==> src/rtl/cic_pkg.sv <==
// Shared constants and helpers for the CIC delta-sigma decimator.
// Provides accumulator sizing and the bitstream-to-(+/-1) mapping.
package cic_pkg;

   // Default filter shape: third order, decimate by 16.
   localparam int CIC_N_DEF = 3;
   localparam int CIC_R_DEF = 16;

   // Smallest signed value that can carry +1 and -1.
   localparam int CIC_MIN_EW = 2;

   typedef logic signed [CIC_MIN_EW-1:0] cic_pm1_t;

   // Effective input width: a 1-bit stream is widened to a
   // 2-bit signed value so that it can represent -1.
   function automatic int cic_eff_width(input int in_w);
      return (in_w < CIC_MIN_EW) ? CIC_MIN_EW : in_w;
   endfunction

   // Bit growth of an order-n, ratio-r CIC is n*log2(r) bits;
   // this width makes modular wrap-around in the integrators exact.
   function automatic int cic_acc_width(
      input int in_w,
      input int n,
      input int r
   );
      return cic_eff_width(in_w) + n * $clog2(r);
   endfunction

   // Modulator bitstream: 1 means +1, 0 means -1.
   function automatic cic_pm1_t cic_bit_to_pm1(input logic b);
      return b ? 2'sb01 : 2'sb11;
   endfunction

endpackage

==> src/rtl/cic_comb_stage.sv <==
// One CIC comb section: y = x - x(previous decimation event).
// Ports: i_clk, i_rst_n (sync, active low), i_en (decimation strobe),
//        i_x (stage input), o_y (combinational difference).
module cic_comb_stage #(
   parameter int W = 16
) (
   input  logic         i_clk,
   input  logic         i_rst_n,
   input  logic         i_en,
   input  logic [W-1:0] i_x,
   output logic [W-1:0] o_y
);

   logic [W-1:0] r_dly;

   // The delay only moves on decimation events, so it holds the
   // stage input from exactly one output period ago.
   always_ff @(posedge i_clk) begin
      if (!i_rst_n) begin
         r_dly <= '0;
      end else if (i_en) begin
         r_dly <= i_x;
      end
   end

   // Modular subtraction; wrap-around cancels the integrator wrap.
   assign o_y = i_x - r_dly;

endmodule

==> src/rtl/cic_dsm_decimator.sv <==
// CIC decimator that rebuilds PCM samples from a delta-sigma stream.
// Ports: aclk, arst_n (sync, active low);
//        s_axis_data_* : AXI-Stream slave, modulator samples in
//                        (IN_WIDTH=1 selects 1-bit bitstream mode);
//        m_axis_data_* : AXI-Stream master, one signed sample per R beats.
module cic_dsm_decimator
   import cic_pkg::*;
#(
   parameter int IN_WIDTH  = 4,
   parameter int OUT_WIDTH = 16,
   parameter int N         = CIC_N_DEF,
   parameter int R         = CIC_R_DEF
) (
   input  logic                 aclk,
   input  logic                 arst_n,
   input  logic [IN_WIDTH-1:0]  s_axis_data_tdata,
   input  logic                 s_axis_data_tvalid,
   output logic                 s_axis_data_tready,
   output logic [OUT_WIDTH-1:0] m_axis_data_tdata,
   output logic                 m_axis_data_tvalid,
   input  logic                 m_axis_data_tready
);

   localparam int ACC_W = cic_acc_width(IN_WIDTH, N, R);
   localparam int CNT_W = $clog2(R);

   localparam logic [CNT_W-1:0] CNT_LAST = CNT_W'(R - 1);
   localparam logic [CNT_W-1:0] CNT_ONE  = CNT_W'(1);

   // ------------------------------------------------------------
   // Handshake and phase counter
   // ------------------------------------------------------------
   logic [CNT_W-1:0]     r_cnt;
   logic                 r_tvalid;
   logic [OUT_WIDTH-1:0] r_tdata;

   logic w_last;
   logic w_s_ready;
   logic w_beat;
   logic w_dec;

   assign w_last = (r_cnt == CNT_LAST);

   // Stall only when the next beat would be a decimation event
   // and the previous sample is still waiting downstream.
   assign w_s_ready = !(r_tvalid && !m_axis_data_tready && w_last);
   assign w_beat    = s_axis_data_tvalid && w_s_ready;
   assign w_dec     = w_beat && w_last;

   // R is a power of two, so the counter wraps on its own.
   always_ff @(posedge aclk) begin
      if (!arst_n) begin
         r_cnt <= '0;
      end else if (w_beat) begin
         r_cnt <= r_cnt + CNT_ONE;
      end
   end

   // ------------------------------------------------------------
   // Input mapping and sign extension to the accumulator width
   // ------------------------------------------------------------
   logic [ACC_W-1:0] w_x;

   if (IN_WIDTH == 1) begin : g_bits
      cic_pm1_t w_pm;
      assign w_pm = cic_bit_to_pm1(s_axis_data_tdata[0]);
      assign w_x  = {{(ACC_W-CIC_MIN_EW){w_pm[CIC_MIN_EW-1]}}, w_pm};
   end else begin : g_word
      assign w_x = {{(ACC_W-IN_WIDTH){s_axis_data_tdata[IN_WIDTH-1]}},
                    s_axis_data_tdata};
   end

   // ------------------------------------------------------------
   // Integrators: w_int[0] is the input, w_int[k] is stage k.
   // All stages read pre-update values, so they advance in lockstep.
   // ------------------------------------------------------------
   logic [ACC_W-1:0] w_int [N+1];

   assign w_int[0] = w_x;

   for (genvar k = 0; k < N; k++) begin : g_int
      logic [ACC_W-1:0] r_acc;

      always_ff @(posedge aclk) begin
         if (!arst_n) begin
            r_acc <= '0;
         end else if (w_beat) begin
            r_acc <= r_acc + w_int[k];
         end
      end

      assign w_int[k+1] = r_acc;
   end

   // ------------------------------------------------------------
   // Combs: evaluated on the pre-update last integrator and
   // clocked only on decimation events.
   // ------------------------------------------------------------
   logic [ACC_W-1:0] w_cmb [N+1];

   assign w_cmb[0] = w_int[N];

   for (genvar k = 0; k < N; k++) begin : g_cmb
      cic_comb_stage #(
         .W (ACC_W)
      ) u_comb (
         .i_clk   (aclk),
         .i_rst_n (arst_n),
         .i_en    (w_dec),
         .i_x     (w_cmb[k]),
         .o_y     (w_cmb[k+1])
      );
   end

   // ------------------------------------------------------------
   // Output scaling: sign-extend when wide enough, otherwise keep
   // the top bits (floor toward -inf).
   // ------------------------------------------------------------
   logic [OUT_WIDTH-1:0] w_scaled;

   if (OUT_WIDTH > ACC_W) begin : g_ext
      assign w_scaled = {{(OUT_WIDTH-ACC_W){w_cmb[N][ACC_W-1]}},
                         w_cmb[N]};
   end else if (OUT_WIDTH == ACC_W) begin : g_eq
      assign w_scaled = w_cmb[N];
   end else begin : g_trunc
      logic [ACC_W-OUT_WIDTH-1:0] w_drop;
      assign w_scaled = w_cmb[N][ACC_W-1 -: OUT_WIDTH];
      assign w_drop   = w_cmb[N][ACC_W-OUT_WIDTH-1:0];
   end

   // ------------------------------------------------------------
   // Output register. A decimation event on a handshake edge
   // reloads in place, so back-to-back delivery loses nothing.
   // ------------------------------------------------------------
   always_ff @(posedge aclk) begin
      if (!arst_n) begin
         r_tdata  <= '0;
         r_tvalid <= 1'b0;
      end else if (w_dec) begin
         r_tdata  <= w_scaled;
         r_tvalid <= 1'b1;
      end else if (m_axis_data_tready) begin
         r_tvalid <= 1'b0;
      end
   end

   assign s_axis_data_tready = w_s_ready;
   assign m_axis_data_tdata  = r_tdata;
   assign m_axis_data_tvalid = r_tvalid;

endmodule

==> config.mk <==
export PLATFORM = sky130hd
export DESIGN_NAME = cic_dsm_decimator
export DESIGN_NICKNAME = d
export VERILOG_FILES = /design/src/rtl/cic_pkg.sv /design/src/rtl/cic_comb_stage.sv /design/src/rtl/cic_dsm_decimator.sv
export SDC_FILE = /design/constraint.sdc
export NUM_CORES = 1
export LEC_CHECK = 0
export ABC_AREA = 1
export CAP_MARGIN = 20
export CORE_ASPECT_RATIO = 2
export CORE_MARGIN = 2
export CORE_UTILIZATION = 39
export CTS_CLUSTER_SIZE = 16
export DETAILED_ROUTE_END_ITERATION = 12
export DONT_BUFFER_PORTS = 1
export RECOVER_POWER = 100
export SYNTH_ARGS = -nofsm -noshare
export SYNTH_HDL_FRONTEND = slang
export SYNTH_SLANG_ARGS = --single-unit
export TNS_END_PERCENT = 100
==> constraint.sdc <==
create_clock -name aclk -period 4.6 [get_ports aclk]
set_input_delay 0.69 -clock aclk [delete_from_list [all_inputs] [get_ports aclk]]
set_output_delay 0.69 -clock aclk [all_outputs]
set_load 0.01 [all_outputs]
# Word level (Yosys, flattened, before mapping)
# Index checks and enable logic that the tools add are counted.
[op_classes]
n_addsub = 7
n_mul = 0
div = 0
order_cmp = 0
n_eq_ne = 1
shifts = 0
muxes = 2
bitwise_logic = 0
n_reduce_logical = 7
[ops]
columns = ["operator", "count"]
rows = [
  ["16-bit adder", 3],
  ["16-bit subtractor", 3],
  ["4-bit by 1-bit adder with 4-bit output (second input constant)", 1],
  ["4-bit == test (second input constant)", 1],
  ["1-bit logical AND", 4],
  ["1-bit logical NOT", 2],
  ["1-bit two-way mux", 2],
  ["2-bit nonzero test", 1],
]
[word_totals]
reg_bits = 117
latchBits = 0
ramBits = 0
rom_bits = 0
output_inout_bits = 18
wordCells = 26
mem_count = 0

# Logic depth before layout (Yosys ltp)
# Gate-level depths: netlist of the first run.
[depth]
ltp_word = 7
depth_mapped = 30
mapped_depth_nobuf = 30

# Hierarchy
# From an unflattened synthesis of the first run, not the netlist that was laid out.
[unflattened]
cells_unflattened = 1660
area_unflattened_um2 = 9829.4
[by_module_without_submodules]
columns = ["mod", "n_inst", "cells_each", "area_each_um2"]
rows = [
  ["cic_dsm_decimator", 1, 913, 5411.4],
  ["cic_comb_stage", 3, 249, 1472.7],
]

# Worst setup path before layout of the first run
# Ideal clock, no wire load.
[synth_timing]
path_kind = "reg2reg"
startpoint = "register g_int[2].r_acc[0]"
endpoint = "register r_tdata[15], in the netlist m_axis_data_tdata[15]"
setup_ps = 109
t_arrival_ps = 3695
t_required_ps = 4491
slack_ps = 796
path_stages_with_launch = 31
synth_period_minus_slack_ps = 3804
cell_sequence = "dfxtp_1 > inv_1 > ha_1 > fa_1 > inv_1 > nand3_1 > nand2_1 > a21oi_2 > o21ai_2 > xor2_1 > ha_1 > nand2_1 > o21bai_1 > inv_1 > nand2_1 > nand2_1 > a21oi_2 > o21ai_1 > xor2_1 > inv_1 > ha_1 > nand2_1 > nor2_1 > inv_1 > o221ai_1 > a31oi_1 > inv_1 > nand2_1 > nand3_1 > nand2_1 > inv_1"
[synth_between]
elab_chain_len = 3
[synth_rtl]
columns = ["element", "line", "text"]
rows = [
  ["start: declaration", "cic_dsm_decimator.sv:82", "logic [ACC_W-1:0] r_acc;"],
  ["start signal: assignment", "cic_dsm_decimator.sv:88", "r_acc <= r_acc + w_int[k];"],
  ["16-bit subtractor", "cic_comb_stage.sv:27", "assign o_y = i_x - r_dly;"],
  ["named net g_cmb[0].u_comb.o_y[8]", "cic_comb_stage.sv:11", "output logic [W-1:0] o_y"],
  ["16-bit subtractor", "cic_comb_stage.sv:27", ""],
  ["named net g_cmb[1].u_comb.o_y[13]", "cic_comb_stage.sv:11", ""],
  ["16-bit subtractor", "cic_comb_stage.sv:27", ""],
  ["end signal: assignment", "cic_dsm_decimator.sv:141", "r_tdata <= w_scaled;"],
  ["end: declaration", "cic_dsm_decimator.sv:35", "logic [OUT_WIDTH-1:0] r_tdata;"],
]
# The timed path passes the listed nets, and every way through them passes these cells.
# A chain may end at the register's enable or synchronous reset.

# Worst setup path in the final report of the first run
[layout_timing]
startpoint = "register g_int[2].r_acc[0]"
endpoint = "register r_tdata[12], in the netlist m_axis_data_tdata[12]"
# The elaborated chain is that of the path after synthesis.

==> run_results.csv, run 1 <==
group,metric,value,unit
outcome,outcome,"finished, violations left",
outcome,violations,"capacitance limit, slew limit",
drt,vias,7366,
critical_path,cp.required,4.97,ns
grt,grt_util_met1,17.3,%
grt,busiest_layer,"met2",
clocking,clk_transition_reported_paths,0.05,ns
timing,drv_slew,86,
synthesis,synthFlopType,"dfxtp_1",
die,die-area,23000,um^2
timing,relSlewSlack,-3.55,%
grt,grt_antenna_before_repair,0,
finish,instances_no_fill,1454,
synthesis,yosysTopAreaCell,"dfxtp_1",
timing,final.setup.worst_slack,0.421,ns
synthesis,syn-num-nets,1285,
hold_path,worstHoldPathType,"in -> reg",
finish,drive_gt1_share,6.60,%
synthesis,ys_async_sr_fraction,0,%
clocking,insertion_delay,0.42,ns
grt,grt_pass1_vias,7359,
synthesis,syn_inst,1180,
timing,whs,0.403,ns
clocking,cts_tree,"done",
synthesis,synth-warning-count,0,
clocking,clock_path_buffers,2,
critical_path,crit_family,"adder cells",
drt,drc,0,
critical_path,max_stage_delay,0.42,ns
clocking,root_buffer,"clkbuf_16",
drt,via_per_inst,5.07,
die,core_area,21400,um^2
critical_path,crit_path_max_fanout,4,
critical_path,start_kind,"flop",
timing,hold_viol,0,
finish,fin_nets,1273,
synthesis,synth_edf_count,0,
placed_design,gp_congestion,0.866,
critical_path,cp_num_buf_inv,4,
die,die-height,212,um
die,die_w,108,um
placed_design,dp_worst_setup_slack,0.301,ns
die,io_pins,26,
power_and_ir_drop,leakage,4.51,nW
synthesis,synth_area_leaders,"dfxtp_1, ha_1, inv_1, a21oi_1, nand2_1",
placed_design,place_hpwl,14900,um
power_and_ir_drop,max-vdd-ir-drop,0.261,mV
timing,worst_slew_pin_slew,1.55,ns
clocking,cts_hold_buf,0,
critical_path,cpMostUsedCell,"nand2_1",
drt,antenna_left,0,
synthesis,synth_top_area_share,27.7,%
timing,fin_crit,4.18,ns
synthesis,netlist_area,8470,um^2
flow_run,max_cap_violations,1,
placed_design,portBuffers,0,
grt,grt_max_degree,86,
die,placementRows,76,
critical_path,cp.arrival,4.55,ns
timing,min_period_over_period,90.8,%
grt,grt_usage,18.8,%
die,start_util,39.6,%
clocking,htreeDepth,4,
timing,setup_violations,0,
synthesis,synth_seq_area_share,27.7,%
grt,grt_use_met3,2.36,%
grt,grt.overflow.total,0,
power_and_ir_drop,pwr_density_cell,508,nW/um^2
grt,met2_usage,38.4,%
critical_path,cp_slowest_cell,"fa_1",
timing,skew,0.00820,ns
clocking,numCtsBuffers,17,
finish,area_delta_synth_final,9.94,%
drt,first_iter_violations,248,
grt,grt_pass1_wl,33800,um
synthesis,synth_cell_types,45,
critical_path,crit_path_end_kind,"flop",
critical_path,criticalPathCategory,"reg -> reg",
finish,antenna_cells,0,
clocking,clock-sinks,117,
synthesis,synth-seq-cells,117,
drt,drt_first_pass_iters,4,
synthesis,synth_area_per_cell,7.18,um^2
timing,tns,0,ns
drt,totalWireLength,20000,um
placed_design,placedCellCount,1420,
timing,rsz0062_at_grt,"false",
timing,fmax,239,MHz
drt,wl_per_cell,13.8,um
[placed cells by master (no fill, tap or decap), types with 6 or more instances in the layout]
master     count
nand2_2        8
clkbuf_16     17
ha_1          89
o211ai_1      17
nand3_1       40
a211oi_1       8
nand2_1      152
a21oi_1      139
nor3_1        12
inv_1        192
a21oi_2       13
o21bai_1       8
xor2_1        41
o21ai_1        9
a21o_1         8
nor2_1        88
o21ai_0      120
fa_1           6
dfxtp_1      117
xnor2_1       25
[what timing repair did]
action                                  CTS  global route
setup buffers                             0             2
endpoints found under the setup margin    0             1
gates resized for setup                   0             4
[flip-flops by register name, indices dropped and copies added (netlist names)]
register            count
g_cmb.u_comb.r_dly     48
g_int.r_acc            48
m_axis_data_tdata      16
m_axis_data_tvalid      1
r_cnt                   4
[worst reg2reg max path: stages (launching register included)]
cell and delay, ns:
dfxtp_1 0.33, inv_1 0.07, ha_1 0.20, fa_1 0.42, inv_1 0.07, nand3_1 0.06, nand2_1 0.13, a21oi_2 0.09
o21ai_2 0.18, xor2_1 0.10, ha_1 0.36, nand2_1 0.10, o21bai_1 0.16, inv_1 0.05, nand2_1 0.04, nand2_1 0.10
xor2_1 0.26, ha_1 0.34, a21oi_1 0.24, nand3_1 0.10, nand2_1 0.12, o21ai_1 0.09, or2_2 0.28, nand3_1 0.09
nand2_1 0.07, inv_1 0.05
[cells by family (layout without fill, tap and decap cells)]
group,Yosys count,after routing,synth area share (%)
DFF,117,117,27.7
and+or+nand+nor,318,318,16.1
AOI/OAI and AO/OA,349,349,23.5
xor gates and xnor gates,67,67,6.93
buffers and inverters,232,233,10.9
adders and majority gates,97,97,14.9
[through the flow]
| stage | utilization, % | area [um^2] | power [mW] |
|---|---|---|---|
| 4_1_cts | 43.5 | 9300 | 4.73 |
| 3_5_place_dp | 40.4 | 8640 | 3.22 |
| 6_report | 43.5 | 9310 | 4.73 |
| 5_1_grt | 43.5 | 9310 | 5.09 |
| 2_1_floorplan | - | 8470 | 2.76 |
| 3_3_place_gp | 40.4 | 8640 | 3.20 |
[cell type report]
class                      instances  area (um^2)
inverter                         197          739
timing repair buffer               4         25.0
sequential                       117         2340
fill                            2236        12100
multi-input combinational        831         5210
clock inverter                    12          200
clock buffer                      20          457
tap                              273          342
[report_power, final]
| group | internal [mW] | switching [mW] |
|---|---|---|
| logic | 0.808 | 1.34 |
| clock network | 0.989 | 0.491 |
| registers | 1.06 | 0.0460 |
| total | 2.86 | 1.87 |
[routing by layer]
layer / part of all wire [%] / vias to the layer above / wire, um
met3: 1.2 / 37 / 247
met5: 0 / - / 0
met1: 36 / 3383 / 7300
met4: 3.3 / 0 / 656
li1: - / 3882 / -
met2: 59 / 64 / 11800
[worst paths after layout]
path | start | to | cells past startpoint | slack [ns]
hold / removal | arst_n | m_axis_data_tvalid$_SDFFE_PN0P_ | 2 | 0.40
setup / recovery | g_int[2].r_acc[0]$_SDFFE_PN0P_ | m_axis_data_tdata[12]$_SDFFE_PN0P_ | 25 | 0.42
setup reg to reg | g_int[2].r_acc[0]$_SDFFE_PN0P_ | m_axis_data_tdata[12]$_SDFFE_PN0P_ | 25 | 0.42
hold reg to reg | g_cmb[0].u_comb.r_dly[3]$_SDFFE_PN0P_ | g_cmb[0].u_comb.r_dly[3]$_SDFFE_PN0P_ | 2 | 0.45
[cell usage after synthesis (3+ instances only)]
cell / instances
a211oi_1: 7
a21o_1: 8
a21oi_1: 139
a21oi_2: 13
a31oi_1: 5
buf_2: 12
buf_6: 4
clkbuf_1: 15
dfxtp_1: 117
fa_1: 6
ha_1: 91
inv_1: 191
inv_2: 6
nand2_1: 151
nand2_2: 8
nand3_1: 41
nand3b_1: 5
nand4_1: 4
nor2_1: 88
nor3_1: 11
o211ai_1: 17
o21a_1: 4
o21ai_0: 102
o21ai_1: 27
o21ai_2: 5
o21bai_1: 8
o2bb2ai_1: 3
o31ai_1: 3
xnor2_1: 25
xor2_1: 42
Note: power is estimated with default switching activity, not from simulation.
==> inputs of run 2 (changes only) <==
--- a/config.mk
+++ b/config.mk
@@ -14,6 +14,7 @@
 export DETAILED_ROUTE_END_ITERATION = 12
 export DONT_BUFFER_PORTS = 1
 export RECOVER_POWER = 100
+export REMOVE_ABC_BUFFERS = 1
 export SYNTH_ARGS = -nofsm -noshare
 export SYNTH_HDL_FRONTEND = slang
 export SYNTH_SLANG_ARGS = --single-unit
==> run 2 against run 1 <==
Largest cell class unchanged. Final cell count up 0.14%. Clock skew decreased by 0.0015 ns. Die area is the same. The flow now finishes without violations. Highest routed layer unchanged. Hold slack worse by 0.0071 ns. Setup slack worse by 0.071 ns. Clock power barely moved. Utilization is 0.15 points higher. Critical endpoint is now m_axis_data_tdata[13]$_SDFFE_PN0P_. Combinational power is essentially flat.
==> run_results.csv, run 2 (same netlist as run 1, synthesis figures left out) <==
group,metric,value,unit
outcome,outcome,"finished, final reports clean",
critical_path,criticalPathCategory,"reg -> reg",
drt,via_per_inst,5.10,
critical_path,r2r-start,"g_int[2].r_acc[2]$_SDFFE_PN0P_",
clocking,clock-sinks,117,
flow_run,max_cap_violations,0,
critical_path,regToRegEndpoint,"m_axis_data_tdata[13]$_SDFFE_PN0P_",
timing,worst_slew_pin_slew,1.47,ns
power_and_ir_drop,power_frac_comb,45.6,%
grt,grt_max_degree,86,
power_and_ir_drop,power_switching,1.85,mW
finish,layout_commonest_cell,"inv_1",
timing,fmax,235,MHz
power_and_ir_drop,clkPwrFrac,30.9,%
die,start_util,39.6,%
timing,relSlewSlack,2.12,%
critical_path,cp.required,4.91,ns
placed_design,portBuffers,0,
clocking,insertion_delay,0.43,ns
grt,grt.overflow.total,0,
clocking,cts_tree,"done",
power_and_ir_drop,intPower,2.86,mW
finish,final_cell_mix,"inv_1, nand2_1, a21oi_1",
timing,whs,0.396,ns
drt,antenna_left,0,
finish,antenna_cells,0,
timing,skew,0.00672,ns
critical_path,path_cells,"ha_1 -> a21oi_2 -> nand2_2 -> nand2_1 -> nand2_2 -> a21oi_2 -> o21ai_2 -> xor2_1 -> ha_1 -> inv_1 -> o21bai_1 -> a31oi_1 -> nand3_2 -> xor2_1 -> ha_1 -> nand2_1 -> nor2_1 -> nand3b_1 -> nand3_1 -> nand2_1 -> o221a_1",
grt,grt_antenna_before_repair,0,
critical_path,rrSetupSlack,0.35,ns
critical_path,max_stage_delay,0.40,ns
drt,vias,7432,
drt,first_iter_violations,273,
die,die-height,212,um
finish,area_delta_synth_final,10.3,%
power_and_ir_drop,max-vdd-ir-drop,0.310,mV
power_and_ir_drop,power.share.switching,39.3,%
critical_path,cp_slowest_cell,"dfxtp_1",
hold_path,holdPathEnd,"g_int[0].r_acc[0]$_SDFFE_PN0P_",
clocking,clk_transition_reported_paths,0.06,ns
die,core_area,21400,um^2
timing,drv_slew,0,
placed_design,gp_congestion,0.902,
timing,fin_crit,4.25,ns
hold_path,worstHoldPathType,"in -> reg",
drt,drt_first_pass_iters,4,
clocking,numCtsBuffers,17,
die,io_pins,26,
timing,hold_viol,0,
clocking,htreeDepth,4,
critical_path,reg2reg_depth,21,
die,die-area,23000,um^2
grt,grt_pass1_vias,7380,
critical_path,cp.arrival,4.57,ns
clocking,clock_path_buffers,2,
finish,drive_gt1_share,7.10,%
critical_path,crit_path_max_fanout,4,
finish,instances_no_fill,1456,
power_and_ir_drop,seq_power_share,23.5,%
finish,fin_nets,1276,
power_and_ir_drop,leakage,4.52,nW
critical_path,start_kind,"flop",
grt,grt_pass1_wl,33400,um
timing,min_period_over_period,92.4,%
hold_path,worst_hold_path.num_cells,2,
hold_path,hold_path.startpoint,"arst_n",
grt,grt_usage,18.8,%
drt,wl_per_cell,14.0,um
drt,drc,0,
timing,setup_violations,0,
clocking,root_buffer,"clkbuf_16",
critical_path,crit_path_end_kind,"flop",
drt,totalWireLength,20400,um
placed_design,placedCellCount,1421,
placed_design,place_hpwl,15000,um
die,die_w,108,um
die,placementRows,76,
power_and_ir_drop,pwr_density_cell,505,nW/um^2
[run 2: layer usage]
| layer | routed length (um) | track usage, % |
|---|---|---|
| met4 | 948 | 10.5 |
| met2 | 12200 | 39.8 |
| met1 | 6940 | 15.2 |
| met5 | 0 | 0 |
| met3 | 338 | 3.16 |
[run 2: power groups by stage]
stage	Clock (mW)	Sequential (mW)	Combinational [mW]
after detailed placement	0	1.13	2.07
after CTS	1.50	1.11	2.08
after global placement	0	1.13	2.06
after global routing	1.54	1.12	2.44
final	1.46	1.11	2.15
after floorplan	0	1.12	1.63
[run 2: worst max-delay path by stage]
stage,cells past startpoint,to,from,slack [ns]
finish,21,m_axis_data_tdata[13]$_SDFFE_PN0P_,g_int[2].r_acc[2]$_SDFFE_PN0P_,0.35
CTS,30,m_axis_data_tdata[15]$_SDFFE_PN0P_,g_int[2].r_acc[0]$_SDFFE_PN0P_,0.20
global placement,30,m_axis_data_tdata[15]$_SDFFE_PN0P_,g_int[2].r_acc[0]$_SDFFE_PN0P_,0.30
detailed placement,30,m_axis_data_tdata[15]$_SDFFE_PN0P_,g_int[2].r_acc[0]$_SDFFE_PN0P_,0.22
global route,30,m_axis_data_tdata[15]$_SDFFE_PN0P_,g_int[2].r_acc[0]$_SDFFE_PN0P_,-0.003
floorplan,30,m_axis_data_tdata[15]$_SDFFE_PN0P_,g_int[2].r_acc[0]$_SDFFE_PN0P_,0.78
[run 2: through the flow]
step                total power, mW  cell area, um^2  setup TNS [ns]  utilization (%)  worst slack [ns]
floorplan                      2.75             8280               0                -             0.780
global placement               3.19             8650               0             40.4             0.296
detailed placement             3.21             8650               0             40.4             0.221
CTS                            4.69             9290               0             43.4             0.197
global route                   5.09             9340        -0.00257             43.7          -0.00257
finish                         4.72             9340               0             43.7             0.350
[run 2: final cells by class]
cell class,instances,area [um^2]
clock inverter,7,143
fill,2293,12100
tap,273,342
timing repair buffer,7,47.5
multi-input combinational,831,5230
sequential,117,2340
clock buffer,24,502
inverter,197,739
[run 2: critical path: cells and delay by family (launching register included)]
family	cells	cell delay [ns]
fa+ha+maj	3	1.01
compound gates	6	1.02
xor+xnor	2	0.36
buf+inv	1	0.14
flops	1	0.40
simple gates	9	1.19
[run 2: repair_timing]
action	4_1_cts	5_1_grt
hold buffers	0	0
setup buffers	0	4
resized for setup	0	9
setup endpoints to repair	0	3
